[src/rtl/fire_scheduler_if.sv]
// Handshake bundle between fire_scheduler and the circuit model it drives.
// The circuit side reports excitation and hold; the scheduler returns the pick and status.
interface fire_scheduler_if #(
    parameter int unsigned N        = 4,
    parameter int unsigned FIREBITS = 3,
    parameter int unsigned STEP_W   = 16
);
    logic [N-1:0]        excited;
    logic                hold;
    logic [FIREBITS-1:0] fire;
    logic                fire_valid;
    logic                starve_forced;
    logic                quiescent;
    logic [STEP_W-1:0]   step_count;

    modport master (
        output excited, hold,
        input  fire, fire_valid, starve_forced, quiescent, step_count
    );

    modport slave (
        input  excited, hold,
        output fire, fire_valid, starve_forced, quiescent, step_count
    );
endinterface

[src/rtl/fire_scheduler.sv]
// Picks one excited signal per cycle: LFSR-seeded rotating scan plus a starvation guard,
// with a registered quiescence detector and a saturating fire counter.
module fire_scheduler #(
    parameter int unsigned N            = 4,
    parameter int unsigned FIREBITS     = 3,
    parameter logic [15:0] SEED         = 16'hACE1,
    parameter int unsigned STARVE_LIMIT = 8,
    parameter int unsigned AGE_W        = 8,
    parameter int unsigned QUIET_CYCLES = 8,
    parameter int unsigned STEP_W       = 16
) (
    input  logic           clk,
    input  logic           reset,
    fire_scheduler_if.slave sif
);
    localparam int unsigned         QW        = $clog2(QUIET_CYCLES + 1);
    localparam logic [FIREBITS-1:0] IDLE      = '1;
    localparam logic [15:0]         LFSR_INIT = (SEED == 16'h0) ? 16'h0001 : SEED;
    localparam logic [AGE_W-1:0]    LIMIT     = AGE_W'(STARVE_LIMIT);
    localparam logic [QW-1:0]       QUIET_MAX = QW'(QUIET_CYCLES);

    logic [15:0]       lfsr_q, lfsr_d;
    logic [AGE_W-1:0]  age_q [N];
    logic [AGE_W-1:0]  age_d [N];
    logic [QW-1:0]     quiet_cnt_q, quiet_cnt_d;
    logic              quiescent_q, quiescent_d;
    logic [STEP_W-1:0] step_count_q, step_count_d;

    logic                pick_valid;
    logic                pick_forced;
    logic [FIREBITS-1:0] pick_idx;
    logic                scan_found;
    int unsigned         start_idx;
    int unsigned         scan_idx;

    // Selection: starved indices win (lowest first), otherwise a wrapped scan from the LFSR start.
    always_comb begin
        // NOTE: every variable gets a default first so no path leaves it unassigned (no latches).
        pick_valid  = 1'b0;
        pick_forced = 1'b0;
        pick_idx    = '0;
        scan_found  = 1'b0;
        scan_idx    = 0;
        start_idx   = int'((16'(lfsr_q[7:0]) * 16'(N)) >> 8);
        if (!reset && !sif.hold && (sif.excited != '0)) begin
            pick_valid = 1'b1;
            for (int i = 0; i < int'(N); i++) begin
                if (STARVE_LIMIT > 0 && !pick_forced && sif.excited[i] && age_q[i] >= LIMIT) begin
                    pick_forced = 1'b1;
                    pick_idx    = FIREBITS'(i);
                end
            end
            if (!pick_forced) begin
                for (int k = 0; k < int'(N); k++) begin
                    scan_idx = start_idx + k;
                    if (scan_idx >= N) scan_idx = scan_idx - N;
                    if (!scan_found && sif.excited[scan_idx]) begin
                        scan_found = 1'b1;
                        pick_idx   = FIREBITS'(scan_idx);
                    end
                end
            end
        end
    end

    assign sif.fire          = pick_valid ? pick_idx : IDLE;
    assign sif.fire_valid    = pick_valid;
    assign sif.starve_forced = pick_forced;
    assign sif.quiescent     = quiescent_q;
    assign sif.step_count    = step_count_q;

    always_comb begin
        lfsr_d       = lfsr_q;
        age_d        = age_q;
        quiet_cnt_d  = quiet_cnt_q;
        quiescent_d  = quiescent_q;
        step_count_d = step_count_q;
        if (!sif.hold) begin
            lfsr_d = {1'b0, lfsr_q[15:1]} ^ (lfsr_q[0] ? 16'hB400 : 16'h0000);
            for (int i = 0; i < int'(N); i++) begin
                if (!sif.excited[i] || (pick_valid && pick_idx == FIREBITS'(i)))
                    age_d[i] = '0;
                else if (age_q[i] < LIMIT)
                    age_d[i] = age_q[i] + AGE_W'(1);
            end
            if (sif.excited == '0) begin
                if (quiet_cnt_q < QUIET_MAX) quiet_cnt_d = quiet_cnt_q + QW'(1);
            end else begin
                quiet_cnt_d = '0;
            end
            quiescent_d = (quiet_cnt_d == QUIET_MAX);
            if (pick_valid && step_count_q != '1) step_count_d = step_count_q + STEP_W'(1);
        end
    end

    always_ff @(posedge clk or posedge reset) begin
        if (reset) begin
            lfsr_q       <= LFSR_INIT;
            // NOTE: the age array is ordinary flops, so it is reset with everything else.
            age_q        <= '{default: '0};
            quiet_cnt_q  <= '0;
            quiescent_q  <= 1'b0;
            step_count_q <= '0;
        end else begin
            // NOTE: non-blocking assignments so every register samples the pre-edge state.
            lfsr_q       <= lfsr_d;
            age_q        <= age_d;
            quiet_cnt_q  <= quiet_cnt_d;
            quiescent_q  <= quiescent_d;
            step_count_q <= step_count_d;
        end
    end
endmodule

[src/flat_wrapper.sv]
// flat-port wrapper written by rule: the top's interface ports become plain ports
module fire_scheduler_flat 
#(
    parameter int unsigned N            = 4,
    parameter int unsigned FIREBITS     = 3,
    parameter logic [15:0] SEED         = 16'hACE1,
    parameter int unsigned STARVE_LIMIT = 8,
    parameter int unsigned AGE_W        = 8,
    parameter int unsigned QUIET_CYCLES = 8,
    parameter int unsigned STEP_W       = 16
)
  (clk, reset, sif_excited, sif_hold, sif_fire, sif_fire_valid, sif_starve_forced, sif_quiescent, sif_step_count);
  fire_scheduler_if #(.N(N), .FIREBITS(FIREBITS), .STEP_W(STEP_W)) sif_i ();
  input  logic clk;
  input  logic reset;
  input wire logic [$bits(sif_i.excited)-1:0] sif_excited;
  input wire logic [$bits(sif_i.hold)-1:0] sif_hold;
  output wire logic [$bits(sif_i.fire)-1:0] sif_fire;
  output wire logic [$bits(sif_i.fire_valid)-1:0] sif_fire_valid;
  output wire logic [$bits(sif_i.starve_forced)-1:0] sif_starve_forced;
  output wire logic [$bits(sif_i.quiescent)-1:0] sif_quiescent;
  output wire logic [$bits(sif_i.step_count)-1:0] sif_step_count;
  assign sif_i.excited = sif_excited;
  assign sif_i.hold = sif_hold;
  assign sif_fire = sif_i.fire;
  assign sif_fire_valid = sif_i.fire_valid;
  assign sif_starve_forced = sif_i.starve_forced;
  assign sif_quiescent = sif_i.quiescent;
  assign sif_step_count = sif_i.step_count;
  fire_scheduler #(.N(N), .FIREBITS(FIREBITS), .SEED(SEED), .STARVE_LIMIT(STARVE_LIMIT), .AGE_W(AGE_W), .QUIET_CYCLES(QUIET_CYCLES), .STEP_W(STEP_W)) u_core (.clk(clk), .reset(reset), .sif(sif_i));
endmodule
[config.mk]
export PLATFORM = sky130hd
export DESIGN_NAME = fire_scheduler_flat
export DESIGN_NICKNAME = d
export VERILOG_FILES = /design/src/rtl/fire_scheduler_if.sv /design/src/rtl/fire_scheduler.sv /design/src/flat_wrapper.sv
export SDC_FILE = /design/constraint.sdc
export NUM_CORES = 1
export LEC_CHECK = 0
export ABC_CLOCK_PERIOD_IN_PS = 2980
export CAP_MARGIN = 15
export CORE_MARGIN = 3
export CORE_UTILIZATION = 40
export DETAILED_ROUTE_END_ITERATION = 7
export SETUP_SLACK_MARGIN = 0.2
export SLEW_MARGIN = 30
export SYNTH_ARGS = -nofsm -noshare
export SYNTH_HDL_FRONTEND = slang
export SYNTH_SLANG_ARGS = --single-unit
[constraint.sdc]
create_clock -name clk -period 2.98 [get_ports clk]
set_input_delay 0.745 -clock clk [delete_from_list [all_inputs] [get_ports clk]]
set_output_delay 0.745 -clock clk [all_outputs]
set_load 0.05 [all_outputs]
* Word-level counts from Yosys, hierarchy flattened
Index checks and enable logic that the tools add are counted.
** Word-level totals
- Flip-flop bits (word level) :: 69
- Logic and storage cells :: 151
** Operators by class
- $add $sub $neg :: 13
- $lt $le $gt $ge :: 17
- Equal/unequal tests :: 5
- Multiplexer cells :: 61
- Bitwise operators :: 2
- Reduce and logical (&&, ||, !) cells :: 45
** Operators by type and width (count)
- $mux W32 :: 12
- $lt A32 B3 Y1 const B :: 4
- $ge A32 B3 Y1 const B :: 3
- $sub A32 B3 Y32 const B :: 3
- $mux W8 :: 8
- $add A8 B1 Y8 const B :: 4
- $ge A8 B4 Y1 const B :: 4
- $lt A8 B4 Y1 const B :: 4
- $mux W1 :: 24
- $mux W3 :: 7
- $logic_and A1 B1 Y1 :: 17
- $add A16 B1 Y16 const B :: 1
- $mux W16 :: 1
- $ne A16 B16 Y1 const B :: 1
- $xor A15 B16 Y16 :: 1
- $logic_not A1 Y1 :: 12
- $mux W4 :: 3
- $reduce_and A2 Y1 :: 5
- $bmux W1 S2 :: 4
- $reduce_bool A2 Y1 :: 4
- $add A2 B2 Y3 const B :: 2
- $eq A3 B2 Y1 const B :: 2
- $add A4 B1 Y4 const B :: 1
- $eq A4 B4 Y1 const B :: 1
- 11 further kinds :: 15

* Logic depth before layout (Yosys ltp)
- Depth after elaboration :: 46
- Mapped depth :: 13

* Worst setup path after synthesis
Ideal clock, no wire load.
- Path kind :: reg2out
- Start :: reg u_core.lfsr_q[6]
- End :: out sif_fire[0]
- Data arrival time :: 3.153 ns
- Setup slack :: -0.918 ns
- Cell stages (with the launch flop) :: 11
- Buffers on the path :: 2
- Path through :: dfstp_2 > buf_2 > inv_1 > ha_1 > clkbuf_1 > mux4_2 > nor2_1 > nor4b_2 > nor4b_2 > nor2_1 > nand2_1
** Between the ends
- Word-level cells in the longest chain between the ends :: 25
** RTL lines
- start, declared :: line fire_scheduler.sv:22 : logic [15:0] lfsr_q, lfsr_d;
- start signal, assigned :: line fire_scheduler.sv:106 : lfsr_q <= lfsr_d;
- parallel branches: the longest is 21 deep, another holds $sub A32 B3 Y32
- $mux W3 * :: line fire_scheduler.sv:57 : if (!scan_found && sif.excited[scan_idx]) begin
- $mux W3 * :: line fire_scheduler.sv:53 : if (!pick_forced) begin
- $mux W3 * :: line fire_scheduler.sv:45 : if (!reset && !sif.hold && (sif.excited != '0)) begin
- $mux W3 * :: line fire_scheduler.sv:66 : assign sif.fire = pick_valid ? pick_idx : IDLE;
- end, declared :: line flat_wrapper.sv:18 : output wire logic [$bits(sif_i.fire)-1:0] sif_fire;
Mark *: on every way between the ends. The select of a mux whose other input is x is not followed.

* Worst setup path after layout
Same ends and word-level chain as after synthesis.

==> run summary <==
Post-synthesis adder-cell area fraction - 4.19%
Area share of the largest cell type after synthesis - 39.3%
Slew @ Worst Pin - 0.589 ns
Gr ovfl total - 0
Min Hold Slack - 0.488 ns
CORE AREA - 9330 sq um
Max Clk Rate - 297 MHz
HP Class - register to register
Count of different cell masters after synthesis - 65
Vias post-DR - 3320
Inserted Diodes - 0
FF+latch count, synth - 69
Routed WL per cell - 14.7 um
CTS sink cnt - 69
Sequential cell area fraction in the yosys report - 44.7%
TritonCTS clock tree - done
Max_cap viols - 0
Critical path start-end classification - register to output port
Post-synthesis mux area share - 6.54%
DRC Markers - 0
Drt total wl - 9360 um
Leakage power total - 2.50 nW
R2R Setup Slk - -0.17 ns
RR Endpoint - u_core.age_q[8]
Worst r2r src - u_core.lfsr_q[6]
Synth async-reset ratio - 100%
Warnings from Yosys - 0
Post-Synthesis Cells - 391
Hpwl dp - 6380 um
Biggest area consumer among synthesized cells - dfrtp_1
Synth Net Count - 411
Initial Util - 41.6%
I/O pins - 29
Initial antenna violation count - 0
Vias in the first global route - 3269
Final Hold Fails - 0
Top cells by area, synth - dfrtp_1 39%, dfstp_2 5.4%, mux2_2 4.4%
Slew headroom - 60.7%
Unrepaired setup endpoints after global routing - yes
Pwr/cell area - 782 nW/um^2
Pins Over Slew Limit - 0
Most used DFF post-synth - dfrtp_1
DR vias/cell - 5.23
Total number of H-tree levels - 3
DR pass1 iterations - 4
Layout cells sized above 1 - 37.9%
Bufs on Longest Clock Path - 2
Outcome - finished, violations left
Synthesized area per cell - 9.93 sq um
CTS root buf - clkbuf_8
R2R cell count - 15
Final worst-path setup slack - -0.387 ns
Worst Skew - 0.0110 ns
Initial DRC Count - 188
Final Setup Violations - 29
CP Max Fanout - 4
Die area - 10900 sq um
Clock latency at the later pin of the worst-skew pair - 0.35 ns
Largest net degree at the start of global routing - 53
CP arrival - 2.62 ns
Routed Antenna Nets - 0
EDFF count, synth - 0
Core Rows - 35
Synth cell count leaders - 61 x dfrtp_1, 43 x nor2_1, 30 x nand2_1, 20 x inv_1, 15 x mux2_2
Hold EP - u_core.lfsr_q[10]
Synth Area in XOR/XNOR - 4.96%
Routability Congestion - 0.809
Final period utilization - 113%
WHS Path Cells - 2
Simple-gate portion of the synthesized area - 20.3%
Synth Area in Compound Gates - 15.3%
Worst path required time - 2.24 ns
Tot GR Track Use - 17.5%
Port bufs - 28
Failing checks - setup timing
Peak supply drop - 674 uV
First-pass GRT wire length - 15800 um
Crit path capture type - output port
Most common cell in the netlist - dfrtp_1
Setup slack at placement - -0.862 ns
CTS clk-pin slew, worst paths - 0.08 ns
Die width - 105 um
Final Net Count - 521
Min Tclk post-route - 3.37 ns
Largest family of logic cells by synthesized area - simple AND/OR/NAND/NOR gates
Critical path launch point type - register
CTS buffer count - 9
Hold path start - u_core.lfsr_q[10]
Mapped Area - 3880 sq um
Die Ht - 105 um
Area Growth Syn to Fin - 43.3%
-- sequential cells by signal, indices dropped and copies added, names as in the netlist --
register and cells:
u_core.age_q 32, u_core.lfsr_q 16, u_core.sif.step_count 16, u_core.quiet_cnt_q 4, u_core.sif.quiescent 1
-- report_power, final --
part | internal [mW] | leakage (nW) | switching, mW | total, mW
registers | 1.17 | 0.898 | 0.214 | 1.39
logic | 1.10 | 1.50 | 1.09 | 2.19
clock network | 0.409 | 0.100 | 0.359 | 0.768
-- layer usage --
| layer | vias up | global-route usage, % | part of all wire, % |
|---|---|---|---|
| li1 | 1624 | - | - |
| met1 | 1644 | 23.4 | 47 |
| met2 | 42 | 28.7 | 49 |
| met3 | 10 | 3.54 | 3.3 |
| met4 | 0 | 5.13 | 1.0 |
| met5 | - | 0 | 0 |
-- timing repair --
| action | 4_1_cts | 5_1_grt |
|---|---|---|
| resized for setup | 52 | 20 |
| setup endpoints to repair | 56 | 56 |
| pin swaps | 30 | 35 |
| hold buffers | 0 | 0 |
| gates cloned | 0 | 0 |
| buffers inserted | 19 | 8 |
-- cell families after synthesis --
logic type	after synthesis
AOI/OAI and AO/OA	79
xor gates and xnor gates	22
adders and majority gates	13
buffers and inverters	38
DFF	69
muxes	21
and+or+nand+nor	149
-- critical path: stages (launching register included) --
cell	delay, ns
dfstp_2	0.58
inv_4	0.04
ha_4	0.28
mux4_2	0.36
nor2_4	0.12
nor4b_4	0.23
nor4b_4	0.33
nor2_4	0.12
nand2_4	0.08
buf_12	0.13
-- stage by stage --
step	power [mW]	std cells	cell area [sq um]	setup TNS, ns	utilization, %
finish	4.35	635	5560	-3.07	59.7
global route	4.61	635	5560	-6.57	59.7
CTS	4.26	627	5400	-2.17	57.9
detailed placement	3.11	592	4830	-29.73	51.8
global placement	3.08	592	4830	-24.43	51.8
floorplan	2.49	391	3990	-0.435	-
-- area by class of cell --
cell class              count  area [sq um]
flip-flops and latches     69          1740
well taps                 129           161
fillers                   793          3760
clock buffers              12           145
inverters                  20          77.6
clock inverters             4          48.8
repair buffers            117          1040
multi-input cells         284          2350
-- how the worst max path moves through the flow --
| stage | cells after the start | from | to | slack [ns] |
|---|---|---|---|---|
| 2_1_floorplan | 10 | u_core.lfsr_q[6] | sif_fire[1] | -0.21 |
| 6_report | 9 | u_core.lfsr_q[6] | sif_fire[0] | -0.39 |
| 3_5_place_dp | 10 | sif_excited[3] | u_core.sif.step_count[7] | -0.86 |
| 3_3_place_gp | 8 | sif_excited[1] | sif_fire[1] | -0.65 |
| 4_1_cts | 8 | u_core.lfsr_q[6] | sif_fire_valid | -0.43 |
| 5_1_grt | 9 | u_core.lfsr_q[6] | sif_fire[1] | -0.49 |
-- cells in the final DEF, fill, tap and decap left out, drive strengths merged, types with 12 or more instances in the layout --
| master | instances |
|---|---|
| buf | 95 |
| dfrtp | 61 |
| nor2 | 43 |
| nand2 | 30 |
| inv | 20 |
| clkdlybuf4s50 | 18 |
| o21ai | 18 |
| mux2 | 15 |
| xnor2 | 14 |
| a21oi | 14 |
| ha | 13 |
| nand3 | 12 |
| clkbuf | 12 |
(Power assumes the default switching activity.)
